## src/rtl/aux_perf_monitor_if.sv

```systemverilog
// Bus bundle for aux_perf_monitor: count controls, snapshot handshake and readout.
// master drives the controls; slave is the monitor itself.
interface aux_perf_monitor_if #(
    parameter int ChanCnt = 4,
    parameter int CntBit  = 32,
    parameter int SelBit  = 2
);
    logic               en;
    logic [ChanCnt-1:0] evt;
    logic               clr;
    logic               snap_req;
    logic               snap_rel;
    logic [SelBit-1:0]  sel;
    logic [CntBit-1:0]  rd_data;
    logic               snap_valid;
    logic [ChanCnt-1:0] ovf;

    modport master (
        output en, evt, clr, snap_req, snap_rel, sel,
        input  rd_data, snap_valid, ovf
    );

    modport slave (
        input  en, evt, clr, snap_req, snap_rel, sel,
        output rd_data, snap_valid, ovf
    );
endinterface

```

## src/rtl/aux_perf_monitor.sv

```systemverilog
// Per-channel event counters with sticky overflow, a LIVE/HOLD snapshot FSM and registered readout.
// Define PERF_MON_SATURATE_EN to make counters saturate at all-ones instead of wrapping.
module aux_perf_monitor #(
    parameter int ChanCnt = 4,
    parameter int CntBit  = 32,
    parameter int SelBit  = 2
) (
    input  logic               clk,
    input  logic               rst_n,
    aux_perf_monitor_if.slave  bus
);

    typedef enum logic {
        LIVE = 1'b0,
        HOLD = 1'b1
    } state_t;

    state_t                           state_q;
    state_t                           state_d;
    logic                             capture;
    logic [ChanCnt-1:0][CntBit-1:0]   cnt_q;
    logic [ChanCnt-1:0][CntBit-1:0]   shadow_q;
    logic [ChanCnt-1:0]               ovf_q;
    logic [CntBit-1:0]                rd_q;
    logic [CntBit-1:0]                rd_d;
    logic                             snap_valid_q;

    always_ff @(posedge clk or negedge rst_n) begin
        if (!rst_n) begin
            state_q <= LIVE;
        end else begin
            state_q <= state_d;
        end
    end

    // A simultaneous request and release while LIVE still enters HOLD.
    always_comb begin
        state_d = state_q;
        capture = 1'b0;
        case (state_q)
            LIVE: begin
                if (bus.snap_req) begin
                    state_d = HOLD;
                    capture = 1'b1;
                end
            end
            HOLD: begin
                if (bus.snap_rel) begin
                    state_d = LIVE;
                end
            end
            default: state_d = LIVE;
        endcase
    end

    // clr wins over a coincident increment; overflow is sticky until clr or reset.
    always_ff @(posedge clk or negedge rst_n) begin
        if (!rst_n) begin
            cnt_q <= '0;
            ovf_q <= '0;
        end else if (bus.clr) begin
            cnt_q <= '0;
            ovf_q <= '0;
        end else begin
            for (int i = 0; i < ChanCnt; i++) begin
                if (bus.en && bus.evt[i]) begin
                    if (cnt_q[i] == '1) begin
                        ovf_q[i] <= 1'b1;
`ifdef PERF_MON_SATURATE_EN
                        cnt_q[i] <= cnt_q[i];
`else
                        cnt_q[i] <= '0;
`endif
                    end else begin
                        cnt_q[i] <= cnt_q[i] + CntBit'(1);
                    end
                end
            end
        end
    end

    // Shadows take pre-edge counts, so a capture coincident with clr keeps the old values.
    always_ff @(posedge clk or negedge rst_n) begin
        if (!rst_n) begin
            shadow_q <= '0;
        end else if (capture) begin
            shadow_q <= cnt_q;
        end
    end

    always_comb begin
        rd_d = '0;
        for (int i = 0; i < ChanCnt; i++) begin
            if (int'(bus.sel) == i) begin
                rd_d = (state_q == HOLD) ? shadow_q[i] : cnt_q[i];
            end
        end
    end

    always_ff @(posedge clk or negedge rst_n) begin
        if (!rst_n) begin
            rd_q         <= '0;
            snap_valid_q <= 1'b0;
        end else begin
            rd_q         <= rd_d;
            snap_valid_q <= (state_d == HOLD);
        end
    end

    assign bus.rd_data    = rd_q;
    assign bus.snap_valid = snap_valid_q;
    assign bus.ovf        = ovf_q;

endmodule
```

## src/flat_wrapper.sv

```systemverilog
// flat-port wrapper written by rule: the top's interface ports become plain ports
module aux_perf_monitor_flat 
#(
    parameter int ChanCnt = 4,
    parameter int CntBit  = 32,
    parameter int SelBit  = 2
)
  (clk, rst_n, bus_en, bus_evt, bus_clr, bus_snap_req, bus_snap_rel, bus_sel, bus_rd_data, bus_snap_valid, bus_ovf);
  aux_perf_monitor_if #(.ChanCnt(ChanCnt), .CntBit(CntBit), .SelBit(SelBit)) bus_i ();
  input  logic clk;
  input  logic rst_n;
  input wire logic [$bits(bus_i.en)-1:0] bus_en;
  input wire logic [$bits(bus_i.evt)-1:0] bus_evt;
  input wire logic [$bits(bus_i.clr)-1:0] bus_clr;
  input wire logic [$bits(bus_i.snap_req)-1:0] bus_snap_req;
  input wire logic [$bits(bus_i.snap_rel)-1:0] bus_snap_rel;
  input wire logic [$bits(bus_i.sel)-1:0] bus_sel;
  output wire logic [$bits(bus_i.rd_data)-1:0] bus_rd_data;
  output wire logic [$bits(bus_i.snap_valid)-1:0] bus_snap_valid;
  output wire logic [$bits(bus_i.ovf)-1:0] bus_ovf;
  assign bus_i.en = bus_en;
  assign bus_i.evt = bus_evt;
  assign bus_i.clr = bus_clr;
  assign bus_i.snap_req = bus_snap_req;
  assign bus_i.snap_rel = bus_snap_rel;
  assign bus_i.sel = bus_sel;
  assign bus_rd_data = bus_i.rd_data;
  assign bus_snap_valid = bus_i.snap_valid;
  assign bus_ovf = bus_i.ovf;
  aux_perf_monitor #(.ChanCnt(ChanCnt), .CntBit(CntBit), .SelBit(SelBit)) u_core (.clk(clk), .rst_n(rst_n), .bus(bus_i));
endmodule
```

## config.mk

```make
export PLATFORM = sky130hd
export DESIGN_NAME = aux_perf_monitor_flat
export DESIGN_NICKNAME = d
export VERILOG_FILES = /design/src/rtl/aux_perf_monitor_if.sv /design/src/rtl/aux_perf_monitor.sv /design/src/flat_wrapper.sv
export SDC_FILE = /design/constraint.sdc
export NUM_CORES = 1
export LEC_CHECK = 0
export CAP_MARGIN = 40
export CORE_MARGIN = 1.5
export CORE_UTILIZATION = 39
export CTS_CLUSTER_DIAMETER = 80
export DETAILED_ROUTE_END_ITERATION = 8
export GPL_TIMING_DRIVEN = 0
export PLACE_DENSITY = 0.67
export SLEW_MARGIN = 20
export SYNTH_ARGS = -nofsm -noshare
export SYNTH_HDL_FRONTEND = slang
export SYNTH_SLANG_ARGS = --single-unit
```

## constraint.sdc

```tcl
create_clock -name clk -period 4.45 [get_ports clk]
set_input_delay 0.6675 -clock clk [delete_from_list [all_inputs] [get_ports clk]]
set_output_delay 0.6675 -clock clk [all_outputs]
set_load 0.02 [all_outputs]
```

==> results.json, run 1 <==
{
  "outcome": "finished, violations left",
  "violations": "design-rule violations",
  "synthAdderAreaFrac": 0.00354,
  "antenna_found_initial": 1,
  "p_leak_nw": 7.35,
  "grt_start_max_net_pins": 81,
  "pwr-share-seq": 0.462,
  "synth_mux_area_frac": 0.208,
  "grt.total_usage": 0.201,
  "drt-initial-drc-count": 926,
  "ant_nets": 0,
  "cp_data_required_time_ps": 4830,
  "fin_skew_ps": 26.7,
  "worstPathArrival_ps": 3030,
  "synth_xor_area_frac": 0.0719,
  "pwr-share-clk": 0.472,
  "power_switching_mw": 1.34,
  "wl_mm": 36.9,
  "synth_top_family_by_area": "multiplexers",
  "synthCells": 1176,
  "yosys_warnings": 0,
  "synth_edf_count": 0,
  "area.growth.synth_to_final_pct": 15.9,
  "ir_worst_vdd_mv": 0.267,
  "finalHoldViolCount": 0,
  "num_vias": 9804,
  "ctsHoldBuffers": 0,
  "end_kind": "flop",
  "numPortBuffers": 44,
  "n_antenna_cell": 0,
  "startpoint_type": "flop",
  "core_mm2": 0.0357,
  "async_flop_share": 1.00,
  "grt_pass1_wl_mm": 57.6,
  "cts_root_buf": "clkbuf_16",
  "path_clk_slew_ps": 50,
  "cts_sinks": 293,
  "power_density_mw_per_mm2": 356,
  "die_x_um": 193,
  "dieArea_mm2": 0.0374,
  "ctsResizeCount": 0,
  "path_class": "reg -> reg",
  "fin_area_mm2": 0.0164,
  "avgSynthCellArea_um2": 12.0,
  "max_freq_ghz": 0.378,
  "htree_num_levels": 2,
  "synth-simple-area-share": 0.160,
  "crit_start": "u_core.state_q",
  "rrSetupSlack_ps": 1810,
  "fp-row-count": 69,
  "p_sw_frac": 0.230,
  "fin_crit_ps": 2640,
  "place_area_mm2": 0.0153,
  "grt_pass1_vias": 9923,
  "clock_path_buffers": 3,
  "synth_area_mm2": 0.0141,
  "die_h_um": 193,
  "final_cell_count_no_fill": 1745,
  "via_per_inst": 5.62,
  "start_util": 0.397,
  "dp_cells": 1688,
  "yosysSeqAreaShare": 0.519,
  "place.detailed.hpwl_mm": 26.4,
  "routedWlPerCell_um": 21.2,
  "drc_errors": 10,
  "pwr-share-comb": 0.066,
  "cts_setup_buffers": 0,
  "fin_crit_sh": 0.594,
  "rsz0062_at_grt": "no",
  "drive_gt1_frac": 0.225,
  "gr-total-overflow": 0,
  "yosysUniqueCellTypes": 46,
  "syn_nets": 1192,
  "r2r_start": "u_core.state_q",
  "finalSetupViolations": 0,
  "num_io_pins": 49,
  "hold_class": "in -> async",
  "gp_congestion": 0.994,
  "first_pass_iters": 9,
  "clk-insertion-delay-late_ps": 520,
  "synth_ff_type": "dfrtp_1",
  "ys_seq_elements": 293,
  "num-nets-final": 1279,
  "numCtsBuffers": 34,
  "timing.final.max_slew_violations": 0,
  "maxCapViolCount": 0,
  "worst_slew_pin_slew_ps": 896,
  "crit_fanout": 10,
  "slew_headroom": 0.398,
  "cts_tree": "done",
  "synth_compound_area_frac": 0.0158,
  "internal_power_mw": 4.49
}
-- state kept, by name, summed over array words and instances, names as in the netlist --
| name | cells |
|---|---|
| u_core.cnt_q | 128 |
| u_core.state_q | 1 |
| u_core.bus.ovf | 4 |
| u_core.bus.rd_data | 32 |
| u_core.shadow_q | 128 |
-- path summary, 6_finish.rpt --
| check | depth (start not counted) | end |
|---|---|---|
| max | 6 | u_core.shadow_q[86] |
| min | 1 | u_core.cnt_q[120] |
| max reg2reg | 6 | u_core.shadow_q[86] |
| min reg2reg | 2 | u_core.shadow_q[63] |
| max in group asynchronous | 3 | u_core.bus.ovf[0] |
| min in group clk | 2 | u_core.shadow_q[63] |
-- area by class of cell --
| cell class | instances | area [um^2] |
|---|---|---|
| inverters | 10 | 37.5 |
| multi-input cells | 812 | 6490 |
| flip-flops and latches | 293 | 7330 |
| fillers | 3119 | 19300 |
| clock buffers | 54 | 1060 |
| clock inverters | 3 | 40.0 |
| plain buffers | 61 | 283 |
| well taps | 461 | 577 |
| repair buffers | 51 | 568 |
-- cells in the mapped netlist (14+ instances only) --
cell type	n	area share
nand4_1	55	0.024
xor2_1	88	0.055
buf_2	19	0.0067
nor2_1	141	0.037
a21oi_1	16	0.0057
mux4_2	64	0.10
clkbuf_1	33	0.0088
nand2_1	116	0.031
xnor2_1	28	0.017
nor3_1	14	0.0050
and3_1	20	0.0088
nor4_1	16	0.0071
nand3_1	50	0.018
dfrtp_1	293	0.52
mux2_2	133	0.11
-- power groups by stage --
stage / Clock, mW / Combinational, mW / Sequential, mW
3_3_place_gp: 0 / 0.377 / 2.74
6_report: 2.75 / 0.385 / 2.69
3_5_place_dp: 0 / 0.392 / 2.74
2_1_floorplan: 0 / 0.207 / 2.74
5_1_grt: 2.92 / 0.415 / 2.69
4_1_cts: 2.80 / 0.392 / 2.69
-- logic make-up (layout without fill, tap and decap cells) --
group	after synthesis	after routing
AO/OA/AOI/OAI	36	36
XOR/XNOR	116	116
adder cells (fa/ha/maj)	4	4
buffers and inverters	71	179
flip-flops	293	293
multiplexers	197	197
AND/OR/NAND/NOR	459	459
-- layout by cell type, fill, tap and decap left out, types with 4 or more instances in the layout --
cell and count:
xnor2_1 28, xor2_1 88, clkbuf_16 37, clkdlybuf4s50_1 43, and2_1 10, or3_1 6, nand3_1 50, nor3_1 14
mux2_2 133, ha_1 4, o21ai_0 9, and4_1 10, dfrtp_1 293, a21oi_1 16, clkbuf_1 43, inv_1 10
mux4_2 64, buf_1 4, clkbuf_8 7, nand2_1 116, or4_1 4, nor2_1 141, and3_1 20, nor4_1 15
buf_2 21, nand4_1 55
-- through the flow --
step / util / hold slack, ps / TNS [ps] / power [mW] / setup WS, ps
after global routing: 0.460 / 173 / 0 / 6.02 / 1650
after CTS: 0.460 / 139 / 0 / 5.89 / 1810
after detailed placement: 0.429 / 466 / 0 / 3.13 / 1530
after global placement: 0.425 / 459 / -2914040 / 3.12 / -9970
after floorplan: - / 372 / 0 / 2.95 / 2290
final: 0.460 / 130 / 0 / 5.83 / 1810
-- worst max-delay path, stage by stage, from the launching register on --
cell and delay [ps]:
dfrtp_1 390, buf_2 340, inv_1 160, nand2_1 240
buf_2 330, buf_1 660, mux2_2 410
-- routing by layer --
metal | wire, um | global-route usage | vias up | share of wire
met2 | 17600 | 0.328 | 306 | 0.48
li1 | - | - | 4371 | -
met5 | 0 | 0 | - | 0
met4 | 1020 | 0.0639 | 0 | 0.028
met1 | 16100 | 0.278 | 5055 | 0.44
met3 | 2150 | 0.0300 | 72 | 0.058
Power figures use the tool's default switching activity.
==> run 2: changes to the inputs <==
==> constraint.sdc (replaced) <==
create_clock -name clk -period 2.7 [get_ports clk]
set_input_delay 0.405 -clock clk [delete_from_list [all_inputs] [get_ports clk]]
set_output_delay 0.405 -clock clk [all_outputs]
set_load 0.02 [all_outputs]
==> run 2 against run 1 <==
First-iteration DRC count fell by 7.0%. Setup slack worse by 1600 ps. Cell area up 0.14%. The flow still finishes with violations (design-rule violations). Critical path depth grew 1. Largest cell class unchanged. Register-to-register slack got worse by 1600 ps.
==> results.json, run 2 (same netlist as run 1, synthesis figures left out) <==
{
  "r2r_cells": 7,
  "path_cells": "nand4_1 > nor3_1 > nand4_1 > nand2b_1 > buf_2 > buf_2 > nor2_1",
  "dp_cells": 1688,
  "place.detailed.hpwl_mm": 26.4,
  "clock_path_buffers": 3,
  "p_sw_frac": 0.230,
  "violations": "design-rule violations",
  "dieArea_mm2": 0.0374,
  "slew_headroom": 0.412,
  "drive_gt1_frac": 0.227,
  "cp_top_family": "simple AND/OR/NAND/NOR gates",
  "grt_pass1_vias": 9923,
  "grt_start_max_net_pins": 81,
  "max_freq_ghz": 0.407,
  "cts_tree": "done",
  "cts_setup_buffers": 0,
  "grt_pass1_wl_mm": 57.6,
  "internal_power_mw": 7.40,
  "pwr-share-comb": 0.066,
  "gr-total-overflow": 0,
  "ant_nets": 0,
  "core_mm2": 0.0357,
  "critPathMaxStageDelay_ps": 560,
  "pwr-share-seq": 0.462,
  "crit_fanout": 10,
  "drt-initial-drc-count": 861,
  "die_h_um": 193,
  "path_clk_slew_ps": 60,
  "path_class": "reg -> reg",
  "ir_worst_vdd_mv": 0.434,
  "routedWlPerCell_um": 21.2,
  "cp_slowest_cell": "nor3_1",
  "cts_root_buf": "clkbuf_16",
  "finalHoldViolCount": 0,
  "num_io_pins": 49,
  "cp_data_required_time_ps": 3090,
  "gp_congestion": 0.994,
  "worstPathArrival_ps": 2850,
  "start_util": 0.397,
  "clk-insertion-delay-late_ps": 520,
  "rsz0062_at_grt": "no",
  "worst_slew_pin_slew_ps": 875,
  "p_leak_nw": 7.36,
  "htree_num_levels": 2,
  "p_total_mw": 9.61,
  "power_switching_mw": 2.21,
  "layout_common_cells": "293 x dfrtp_1, 141 x nor2_1, 133 x mux2_2",
  "grt.total_usage": 0.201,
  "mostFrequentLayoutCell": "dfrtp_1",
  "n_antenna_cell": 0,
  "fin_skew_ps": 22.5,
  "maxCapViolCount": 0,
  "area.growth.synth_to_final_pct": 16.1,
  "via_per_inst": 5.64,
  "outcome": "finished, violations left",
  "numCtsBuffers": 34,
  "num_vias": 9841,
  "first_pass_iters": 9,
  "hold_class": "in -> reg",
  "numPortBuffers": 44,
  "fp-row-count": 69,
  "fin_crit_ps": 2460,
  "cts_sinks": 293,
  "end_kind": "flop",
  "num-nets-final": 1280,
  "hold-path-cell-count": 4,
  "pwr-share-clk": 0.472,
  "cp_num_buf_inv": 2,
  "antenna_found_initial": 1,
  "timing.final.max_slew_violations": 0,
  "wl_mm": 37.0,
  "startpoint_type": "flop",
  "path_depth": 7,
  "fin_crit_sh": 0.910,
  "die_x_um": 193,
  "drc_errors": 10,
  "finalSetupViolations": 0,
  "final_cell_count_no_fill": 1746,
  "power_density_mw_per_mm2": 585,
  "hold_ws_ps": 434
}
[run 2: cell count changes in the layout (fill, tap and decap cells not counted)]
| cell | before | now |
|---|---|---|
| nor4_2 | 2 | 3 |
| clkbuf_2 | 0 | 1 |
| buf_1 | 4 | 3 |
| dlygate4sd3_1 | 0 | 1 |
| nor3_1 | 14 | 13 |
| nor4_1 | 15 | 14 |
| nor3_2 | 0 | 1 |
[run 2: metrics by stage]
| step | area (um^2) | worst slack [ps] | setup TNS (ps) | utilization |
|---|---|---|---|---|
| 6_report | 16400 | 243 | 0 | 0.460 |
| 2_1_floorplan | 14100 | 697 | 0 | - |
| 5_1_grt | 16400 | 107 | 0 | 0.460 |
| 4_1_cts | 16400 | 60.4 | 0 | 0.460 |
| 3_3_place_gp | 15200 | -11460 | -3351360 | 0.425 |
| 3_5_place_dp | 15300 | 42.7 | 0 | 0.429 |
[run 2: worst paths after layout]
kind                                startpoint                  end  slack (ps)
setup / recovery              u_core.cnt_q[49]     u_core.cnt_q[50]         240
setup reg to reg              u_core.cnt_q[49]     u_core.cnt_q[50]         240
min in group asynchronous                rst_n    u_core.cnt_q[126]         460
max in group asynchronous                rst_n    u_core.bus.ovf[0]        1120
hold / removal                          bus_en     u_core.cnt_q[96]         430
hold reg to reg            u_core.shadow_q[63]  u_core.shadow_q[63]         480
[run 2: power groups by stage]
stage	Combinational [mW]	Clock, mW	Sequential [mW]
2_1_floorplan	0.342	0	4.51
3_3_place_gp	0.621	0	4.52
3_5_place_dp	0.646	0	4.52
4_1_cts	0.647	4.62	4.44
5_1_grt	0.685	4.81	4.44
6_report	0.636	4.53	4.44
[run 2: layout make-up]
cell class              count  area, um^2
plain buffers              61         284
clock buffers              54        1060
clock inverters             3        40.0
fillers                  3115       19200
inverters                  10        37.5
multi-input cells         812        6500
flip-flops and latches    293        7330
well taps                 461         577
repair buffers             52         578
[run 2: repair_timing]
action                                 in CTS  in global routing
hold buffers                                1                  0
setup endpoints to repair                   0                 25
endpoints found under the hold margin      70                  0
resized for setup                           0                  3
[run 2: layer usage]
metal  global-route usage  vias up  wire length [um]
li1                     -     4370                 -
met1                0.278     5081             16100
met2                0.328      316             17600
met4               0.0639        0              1060
met5                    0        -                 0
met3               0.0300       74              2130
[run 2: worst reg2reg max path, stage by stage, from the launching register on]
cell and delay (ps):
dfrtp_1 480, nand4_1 260, nor3_1 560, nand4_1 300, nand2b_1 140, buf_2 220
buf_2 290, nor2_1 90
